`src/rtl/inv_cipher_ctrl_pkg.sv`:
```
// Shared types and constants for the AES inverse-cipher sequencer.
// The DRAIN state is present only when INV_CIPHER_CTRL_ABORT_EN is defined.
package inv_cipher_ctrl_pkg;

  typedef logic [127:0] block_t;

  localparam int AES_NR_128 = 10;
  localparam int AES_NR_192 = 12;
  localparam int AES_NR_256 = 14;

  typedef enum logic [2:0] {
    ST_IDLE,
    ST_KREQ,
    ST_KADD,
    ST_RSTART,
    ST_RWAIT,
    ST_OUT
`ifdef INV_CIPHER_CTRL_ABORT_EN
    , ST_DRAIN
`endif
  } inv_ctrl_state_e;

  // True when the round counter value selects the last round, which skips InvMixColumns.
  function automatic logic is_final_round(input int unsigned rnd);
    return (rnd == 1);
  endfunction

endpackage

```
`src/rtl/inv_cipher_ctrl_if.sv`:
```
// Bundle of block-stream, key-store and round-core signals around the inverse-cipher sequencer.
// abort_i exists only when INV_CIPHER_CTRL_ABORT_EN is defined.
interface inv_cipher_ctrl_if #(
  parameter int RK_AW = 4
);
  import inv_cipher_ctrl_pkg::*;

  logic             in_valid_i;
  logic             in_ready_o;
  block_t           ct_i;
  logic             out_valid_o;
  logic             out_ready_i;
  block_t           pt_o;
  logic [RK_AW-1:0] rk_addr_o;
  block_t           rk_data_i;
  logic             rnd_start_o;
  block_t           rnd_s_o;
  logic             rnd_bypass_mc_o;
  block_t           rnd_s_i;
  logic             rnd_done_i;
  logic             busy_o;
`ifdef INV_CIPHER_CTRL_ABORT_EN
  logic             abort_i;
`endif

  // Controller side.
  modport slave (
`ifdef INV_CIPHER_CTRL_ABORT_EN
    input  abort_i,
`endif
    input  in_valid_i, ct_i, out_ready_i, rk_data_i, rnd_s_i, rnd_done_i,
    output in_ready_o, out_valid_o, pt_o, rk_addr_o, rnd_start_o, rnd_s_o,
           rnd_bypass_mc_o, busy_o
  );

  // Environment side: block source/sink, key store and round core.
  modport master (
`ifdef INV_CIPHER_CTRL_ABORT_EN
    output abort_i,
`endif
    output in_valid_i, ct_i, out_ready_i, rk_data_i, rnd_s_i, rnd_done_i,
    input  in_ready_o, out_valid_o, pt_o, rk_addr_o, rnd_start_o, rnd_s_o,
           rnd_bypass_mc_o, busy_o
  );

endinterface

```
`src/rtl/inv_cipher_ctrl.sv`:
```
// Sequencer for the T-table inverse round core: runs one full AES inverse cipher per block.
// Build option INV_CIPHER_CTRL_ABORT_EN adds abort_i and a DRAIN state.
module inv_cipher_ctrl
  import inv_cipher_ctrl_pkg::*;
#(
  parameter int NR    = AES_NR_128,
  parameter int RK_AW = 4
) (
  input  logic            clk,
  input  logic            rst,
  inv_cipher_ctrl_if.slave bus
);

  localparam logic [RK_AW-1:0] NR_IDX = RK_AW'(NR);

  inv_ctrl_state_e  state_q, state_d;
  block_t           st_q, st_d;
  logic [RK_AW-1:0] rnd_q, rnd_d;
  logic [RK_AW-1:0] rk_addr_q, rk_addr_d;
  logic             rnd_start;
  logic             bypass_mc;

  always_ff @(posedge clk) begin
    if (rst) begin
      state_q   <= ST_IDLE;
      st_q      <= '0;
      rnd_q     <= NR_IDX;
      rk_addr_q <= '0;
    end else begin
      state_q   <= state_d;
      st_q      <= st_d;
      rnd_q     <= rnd_d;
      rk_addr_q <= rk_addr_d;
    end
  end

  // Keys are consumed NR down to 0; rnd is decremented on each start so that after the
  // round completes it already names the key for the following AddRoundKey.
  always_comb begin
    state_d   = state_q;
    st_d      = st_q;
    rnd_d     = rnd_q;
    rk_addr_d = rk_addr_q;
    rnd_start = 1'b0;
    bypass_mc = 1'b0;
    case (state_q)
      ST_IDLE: begin
        if (bus.in_valid_i && !rst) begin
          st_d      = bus.ct_i;
          rnd_d     = NR_IDX;
          rk_addr_d = NR_IDX;
          state_d   = ST_KREQ;
        end
      end
      ST_KREQ: state_d = ST_KADD;
      ST_KADD: begin
        st_d    = st_q ^ bus.rk_data_i;
        state_d = (rnd_q == '0) ? ST_OUT : ST_RSTART;
      end
      ST_RSTART: begin
        rnd_start = 1'b1;
        bypass_mc = is_final_round(32'(rnd_q));
        rnd_d     = rnd_q - RK_AW'(1);
        state_d   = ST_RWAIT;
      end
      ST_RWAIT: begin
        bypass_mc = (rnd_q == '0);
        if (bus.rnd_done_i) begin
          st_d      = bus.rnd_s_i;
          rk_addr_d = rnd_q;
          state_d   = ST_KREQ;
        end
      end
      ST_OUT: begin
        if (bus.out_ready_i) state_d = ST_IDLE;
      end
`ifdef INV_CIPHER_CTRL_ABORT_EN
      ST_DRAIN: begin
        if (bus.rnd_done_i) state_d = ST_IDLE;
      end
`endif
      default: state_d = ST_IDLE;
    endcase

`ifdef INV_CIPHER_CTRL_ABORT_EN
    // A round already in flight must finish before the core can be reused, hence DRAIN.
    if (bus.abort_i) begin
      case (state_q)
        ST_KREQ, ST_KADD, ST_OUT: state_d = ST_IDLE;
        ST_RSTART: begin
          rnd_start = 1'b0;
          state_d   = ST_IDLE;
        end
        ST_RWAIT: state_d = bus.rnd_done_i ? ST_IDLE : ST_DRAIN;
        default: ;
      endcase
    end
`endif
  end

  assign bus.in_ready_o      = (state_q == ST_IDLE) && !rst;
  assign bus.out_valid_o     = (state_q == ST_OUT);
  assign bus.busy_o          = (state_q != ST_IDLE);
  assign bus.pt_o            = st_q;
  assign bus.rnd_s_o         = st_q;
  assign bus.rk_addr_o       = rk_addr_q;
  assign bus.rnd_start_o     = rnd_start;
  assign bus.rnd_bypass_mc_o = bypass_mc;

endmodule

```
`src/flat_wrapper.sv`:
```
// flat-port wrapper written by rule: the top's interface ports become plain ports
module inv_cipher_ctrl_flat import inv_cipher_ctrl_pkg::*;
#(
  parameter int NR    = AES_NR_128,
  parameter int RK_AW = 4
)
  (clk, rst, bus_in_valid_i, bus_ct_i, bus_out_ready_i, bus_rk_data_i, bus_rnd_s_i, bus_rnd_done_i, bus_in_ready_o, bus_out_valid_o, bus_pt_o, bus_rk_addr_o, bus_rnd_start_o, bus_rnd_s_o, bus_rnd_bypass_mc_o, bus_busy_o);
  inv_cipher_ctrl_if #(.RK_AW(RK_AW)) bus_i ();
  input  logic clk;
  input  logic rst;
  input wire logic [$bits(bus_i.in_valid_i)-1:0] bus_in_valid_i;
  input wire logic [$bits(bus_i.ct_i)-1:0] bus_ct_i;
  input wire logic [$bits(bus_i.out_ready_i)-1:0] bus_out_ready_i;
  input wire logic [$bits(bus_i.rk_data_i)-1:0] bus_rk_data_i;
  input wire logic [$bits(bus_i.rnd_s_i)-1:0] bus_rnd_s_i;
  input wire logic [$bits(bus_i.rnd_done_i)-1:0] bus_rnd_done_i;
  output wire logic [$bits(bus_i.in_ready_o)-1:0] bus_in_ready_o;
  output wire logic [$bits(bus_i.out_valid_o)-1:0] bus_out_valid_o;
  output wire logic [$bits(bus_i.pt_o)-1:0] bus_pt_o;
  output wire logic [$bits(bus_i.rk_addr_o)-1:0] bus_rk_addr_o;
  output wire logic [$bits(bus_i.rnd_start_o)-1:0] bus_rnd_start_o;
  output wire logic [$bits(bus_i.rnd_s_o)-1:0] bus_rnd_s_o;
  output wire logic [$bits(bus_i.rnd_bypass_mc_o)-1:0] bus_rnd_bypass_mc_o;
  output wire logic [$bits(bus_i.busy_o)-1:0] bus_busy_o;
  assign bus_i.in_valid_i = bus_in_valid_i;
  assign bus_i.ct_i = bus_ct_i;
  assign bus_i.out_ready_i = bus_out_ready_i;
  assign bus_i.rk_data_i = bus_rk_data_i;
  assign bus_i.rnd_s_i = bus_rnd_s_i;
  assign bus_i.rnd_done_i = bus_rnd_done_i;
  assign bus_in_ready_o = bus_i.in_ready_o;
  assign bus_out_valid_o = bus_i.out_valid_o;
  assign bus_pt_o = bus_i.pt_o;
  assign bus_rk_addr_o = bus_i.rk_addr_o;
  assign bus_rnd_start_o = bus_i.rnd_start_o;
  assign bus_rnd_s_o = bus_i.rnd_s_o;
  assign bus_rnd_bypass_mc_o = bus_i.rnd_bypass_mc_o;
  assign bus_busy_o = bus_i.busy_o;
  inv_cipher_ctrl #(.NR(NR), .RK_AW(RK_AW)) u_core (.clk(clk), .rst(rst), .bus(bus_i));
endmodule
```
`config.mk`:
```
export PLATFORM = sky130hd
export DESIGN_NAME = inv_cipher_ctrl_flat
export DESIGN_NICKNAME = d
export VERILOG_FILES = /design/src/rtl/inv_cipher_ctrl_pkg.sv /design/src/rtl/inv_cipher_ctrl_if.sv /design/src/rtl/inv_cipher_ctrl.sv /design/src/flat_wrapper.sv
export SDC_FILE = /design/constraint.sdc
export NUM_CORES = 1
export LEC_CHECK = 0
export CORE_AREA = 10 10 248 250
export CTS_BUF_LIST = sky130_fd_sc_hd__clkbuf_4 sky130_fd_sc_hd__clkbuf_8
export CTS_CLUSTER_SIZE = 40
export DETAILED_ROUTE_END_ITERATION = 8
export DIE_AREA = 0 0 258 260
export PLACE_DENSITY = 0.57
export SLEW_MARGIN = 30
export SYNTH_ARGS = -nofsm -noshare
export SYNTH_HDL_FRONTEND = slang
export SYNTH_SLANG_ARGS = --single-unit
```
`constraint.sdc`:
```
create_clock -name clk -period 2.04 [get_ports clk]
set_input_delay 0.408 -clock clk [delete_from_list [all_inputs] [get_ports clk]]
set_output_delay 0.408 -clock clk [all_outputs]
set_load 0.03 [all_outputs]
```
### After elaboration in Yosys (flattened, before gate mapping)

Cells that the tools add are included.

| cells by class | value |
|---|---|
| reduce and logical (&&, ||, !) cells | 13 |
| equal/unequal tests | 9 |
| bitwise gates (word level) | 1 |
| add/sub/neg operators | 1 |
| mux-type cells | 14 |

Operators with widths:

| operator | number |
|---|---|
| case mux 128 bit (3 select lines) | 1 |
| two-way mux 128 bit | 2 |
| bitwise XOR 128 bit | 1 |
| case mux 3 bit (6 select lines) | 1 |
| case mux 4 bit (2 select lines) | 2 |
| two-way mux 3 bit | 4 |
| AND reduction 3 bit | 3 |
| two-way mux 4 bit | 2 |
| equality test 3 x 2 -> 1 bit (second input constant) | 2 |
| equality test 3 bit (second input constant) | 2 |
| nonzero test 3 bit | 2 |
| equality test 4 x 1 -> 1 bit (second input constant) | 1 |
| zero test 4 bit | 1 |
| inequality test 2 bit (second input constant) | 2 |
| nonzero test 2 bit | 2 |
| subtractor 4 x 1 -> 4 bit (second input constant) | 1 |
| equality test 3 x 1 -> 1 bit (second input constant) | 1 |
| zero test 3 bit | 1 |
| logical AND 1 bit | 2 |
| inequality test 2 x 1 -> 1 bit (second input constant) | 1 |
| case mux 1 bit (2 select lines) | 1 |
| AND reduction 2 bit | 1 |
| zero test 1 bit | 1 |
| two-way mux 1 bit | 1 |

| storage, ports and cells | value |
|---|---|
| register bits | 139 |
| output and inout port bits | 265 |
| logic and storage cells | 42 |
| input bits | 389 |

### Longest topological paths before layout

| logic depth | value |
|---|---|
| depth in word-level cells | 4 |
| mapped depth | 7 |
| gate-level depth less buffers | 5 |

### Worst setup path before layout

Ideal clock, no wire load.

| path | value |
|---|---|
| path type | register to output |
| from | register u_core.state_q[1] |
| to | output bus_rnd_bypass_mc_o |
| data arrival time | 1784 ps |
| path slack | -152 ps |
| cell stages (with the launch flop) | 6 |
| required time | 1632 ps |
| cells stage by stage | dfxtp_1 > buf_4 > and3b_1 > clkbuf_1 > a21oi_1 > nor3_1 |

| between the ends | value |
|---|---|
| cells in the longest elaborated chain, start to end | 2 |

Ends and longest elaborated chain:

| what | RTL line | text |
|---|---|---|
| from (decl) | inv_cipher_ctrl.sv:16 | `inv_ctrl_state_e state_q, state_d;` |
| from (signal assigned) | inv_cipher_ctrl.sv:30 | `state_q <= state_d;` |
| equality test 3 bit / equality test 3 x 2 -> 1 bit (equally long branches) | inv_cipher_ctrl.sv:46 | `case (state_q)` |
| case mux 1 bit (2 select lines) (*) | inv_cipher_ctrl.sv:46 |  |
| to (decl) | flat_wrapper.sv:23 | `output wire logic [$bits(bus_i.rnd_bypass_mc_o)-1:0] bus_rnd_bypass_mc_o;` |

Every way passes the cells marked *; elsewhere a longest branch is shown, timed or not.

### Final worst setup path

| path | value |
|---|---|
| from | register u_core.state_q[2] |
| to | output bus_rnd_bypass_mc_o |

The elaborated chain is that of the path after synthesis.

==> impl_metrics.json <==
{
  "status": "complete, but fails checks",
  "violations": "setup timing",
  "worst_pin_slew_ns": 0.605,
  "slowest_delay_ns": 0.41,
  "wl_mm": 51.3,
  "synth-seq-area-share": 0.244,
  "yosysWarnings": 0,
  "chipHeight_um": 260,
  "synth.top_cell.area_share": 0.244,
  "maxSlewHeadroom": 0.596,
  "p_clk_frac": 0.125,
  "worstSetupPathType": "reg2out",
  "syn-cell-area_mm2": 0.0114,
  "vdd_drop_max_mv": 0.674,
  "cts_sinks": 139,
  "num_rows": 87,
  "cts_max_level": 4,
  "root_buffer": "clkbuf_8",
  "cts_tree": "built",
  "async_flop_share": 0,
  "leakagePower_nw": 7.16,
  "synthTopCellsByCount": "262 x nor2_1, 148 x a211oi_1, 139 x dfxtp_1",
  "power_density_mw_per_mm2": 1010,
  "critPathLaunchType": "flop",
  "dp_slack_ns": -0.278,
  "fin_ws_ns": -0.0387,
  "hpwl_mm": 39.0,
  "critPathCaptureType": "primary output",
  "wl_per_cell_um": 19.7,
  "min_path_type": "in2reg",
  "die-area_mm2": 0.0671,
  "core_mm2": 0.0563,
  "via_per_inst": 4.41,
  "clk_pin_slew_ns": 0.09,
  "synth-main-ff-cell": "dfxtp_1",
  "io_buffers": 653,
  "p_total_mw": 18.5,
  "place_congestion": 0.874,
  "syn_area_per_cell_um2": 8.48,
  "vias": 11500,
  "postSynthCellCount": 1343,
  "cts_hold_buf": 0,
  "clk_latency_ns": 0.53,
  "worst-path-buf-inv": 2,
  "crit_family": "simple AND/OR/NAND/NOR gates",
  "required_ns": 1.63,
  "yosysMostFrequentCell": "nor2_1",
  "gr-total-overflow": 0,
  "finalHoldViolCount": 0,
  "fin_cells": 2611,
  "antenna_cells": 0,
  "cap_violations": 0,
  "power_frac_seq": 0.243,
  "yosys.cell_types.count": 35,
  "synth_seq_cells": 139,
  "fin_skew_ns": 0.0228,
  "cp_slowest_cell": "dfxtp_4",
  "stdcell_area_mm2": 0.0183,
  "grt_pass1_vias": 12100,
  "pwr-share-comb": 0.632,
  "path_max_fanout": 6,
  "p_switching_mw": 9.26,
  "start_util": 0.202,
  "drt_iter0_drc": 420,
  "rrSetupSlack_ns": 0.05,
  "period_minus_slack_ns": 2.08,
  "fmax_mhz": 481,
  "nets": 2234,
  "dp.cells": 2565,
  "drive_gt1_frac": 0.199,
  "io-pin-count": 654,
  "period_share": 1.02,
  "antenna_found_initial": 1,
  "power.internal_mw": 9.23,
  "arrival_ns": 1.67,
  "clock_path_buffers": 2,
  "grt_pass1_wl_mm": 76.5,
  "fill_cells": 5990,
  "finalSetupViolCount": 1,
  "synth-edff-count": 0,
  "placed_area_mm2": 0.0180,
  "cp_cell_sequence": "buf_12 -> nor4bb_4 -> a21oi_2 -> nor3_2 -> buf_6",
  "postRouteAntennaNets": 0,
  "rsz0062_at_grt": "yes",
  "cts_buffers": 17,
  "synth_fp_nets": 1735,
  "drt-pass1-iter-count": 4,
  "yosysTopAreaCell": "dfxtp_1",
  "grt_usage": 0.147,
  "p_sw_frac": 0.501,
  "grt_max_degree": 94,
  "die_x_um": 258,
  "maxSlewViolCount": 0,
  "syn_to_final_growth_pct": 60.7,
  "drc_errors": 0,
  "synthTopCellsByArea": "dfxtp_1 24%, mux2_2 13%, a211oi_2 12%"
}
-- through the flow --
step,util,hold slack [ns],TNS (ns)
floorplan,-,0.497,0
global placement,0.319,0.441,-26.93
detailed placement,0.319,0.453,-29.86
CTS,0.325,0.200,-0.209
global route,0.325,0.247,-0.287
finish,0.325,0.272,-0.0387
-- worst register-to-register path: stages (launching register included) --
cell	delay, ns
dfxtp_4	0.39
buf_4	0.16
nand2b_4	0.15
a221o_4	0.46
buf_12	0.19
a211oi_2	0.41
nor3_1	0.08
-- state kept, by name (all words and copies together) (netlist names) --
| signal | count |
|---|---|
| u_core.bus.rk_addr_o | 4 |
| u_core.state_q | 3 |
| u_core.bus.pt_o | 128 |
| u_core.rnd_q | 4 |
-- area by class of cell --
type	count	area, um^2	area share
inverters	3	13.8	0.000752
multi-input cells	953	7080	0.387
well taps	756	946	0.0517
repair buffers	728	7080	0.387
flip-flops and latches	139	2800	0.153
clock inverters	11	95.1	0.00520
clock buffers	21	277	0.0151
-- layout by cell type (no fill, tap or decap), drive strengths merged, types with 8 or more instances in the layout --
cell type,instances
a211oi,257
xnor2,128
mux2,128
dlygate4sd2,260
a21oi,9
nor3,132
clkinv,8
clkbuf,21
clkdlybuf4s50,387
nor2,262
dfxtp,139
buf,76
-- power groups by stage --
stage | clock, mW | sequential (mW) | combinational (mW)
floorplan | 0 | 5.66 | 7.16
global placement | 0 | 4.61 | 12.4
detailed placement | 0 | 4.63 | 12.4
CTS | 2.47 | 4.52 | 11.9
global route | 2.53 | 4.62 | 12.5
finish | 2.31 | 4.49 | 11.7
-- routing by layer --
metal	GRT usage	wire length, um	vias to the layer above
li1	-	-	5642
met1	0.159	20300	5384
met2	0.262	26200	429
met3	0.0521	3820	47
met4	0.0457	1030	2
met5	0	17	-
-- timing repair --
action | CTS | global route
hold endpoints to repair | 0 | 0
buffers inserted | 10 | 0
endpoints found under the setup margin | 265 | 2
resized for setup | 287 | 1
pin swaps | 3 | 0
cloned | 4 | 0
-- cell families (layout without fill, tap and decap cells) --
| logic type | count (synthesis) | in the layout | synth area share |
|---|---|---|---|
| buf+inv | 251 | 763 | 0.140 |
| fa+ha+maj | 3 | 3 | 0.00330 |
| flops | 139 | 139 | 0.244 |
| compound gates | 273 | 273 | 0.227 |
| xor+xnor | 129 | 129 | 0.0993 |
| simple gates | 420 | 420 | 0.160 |
| mux | 128 | 128 | 0.127 |
-- worst paths after layout --
| kind | startpoint | to | cells after the start |
|---|---|---|---|
| max reg2reg | u_core.state_q[1]$_SDFFE_PP0P_ | u_core.bus.pt_o[33]$_SDFFE_PP0P_ | 6 |
| min | rst | u_core.bus.pt_o[110]$_SDFFE_PP0P_ | 3 |
| max | u_core.state_q[2]$_SDFFE_PP0P_ | bus_rnd_bypass_mc_o | 5 |
| min reg2reg | u_core.bus.rk_addr_o[1]$_SDFFE_PP0P_ | u_core.bus.rk_addr_o[1]$_SDFFE_PP0P_ | 2 |
Power figures use the tool's default switching activity.
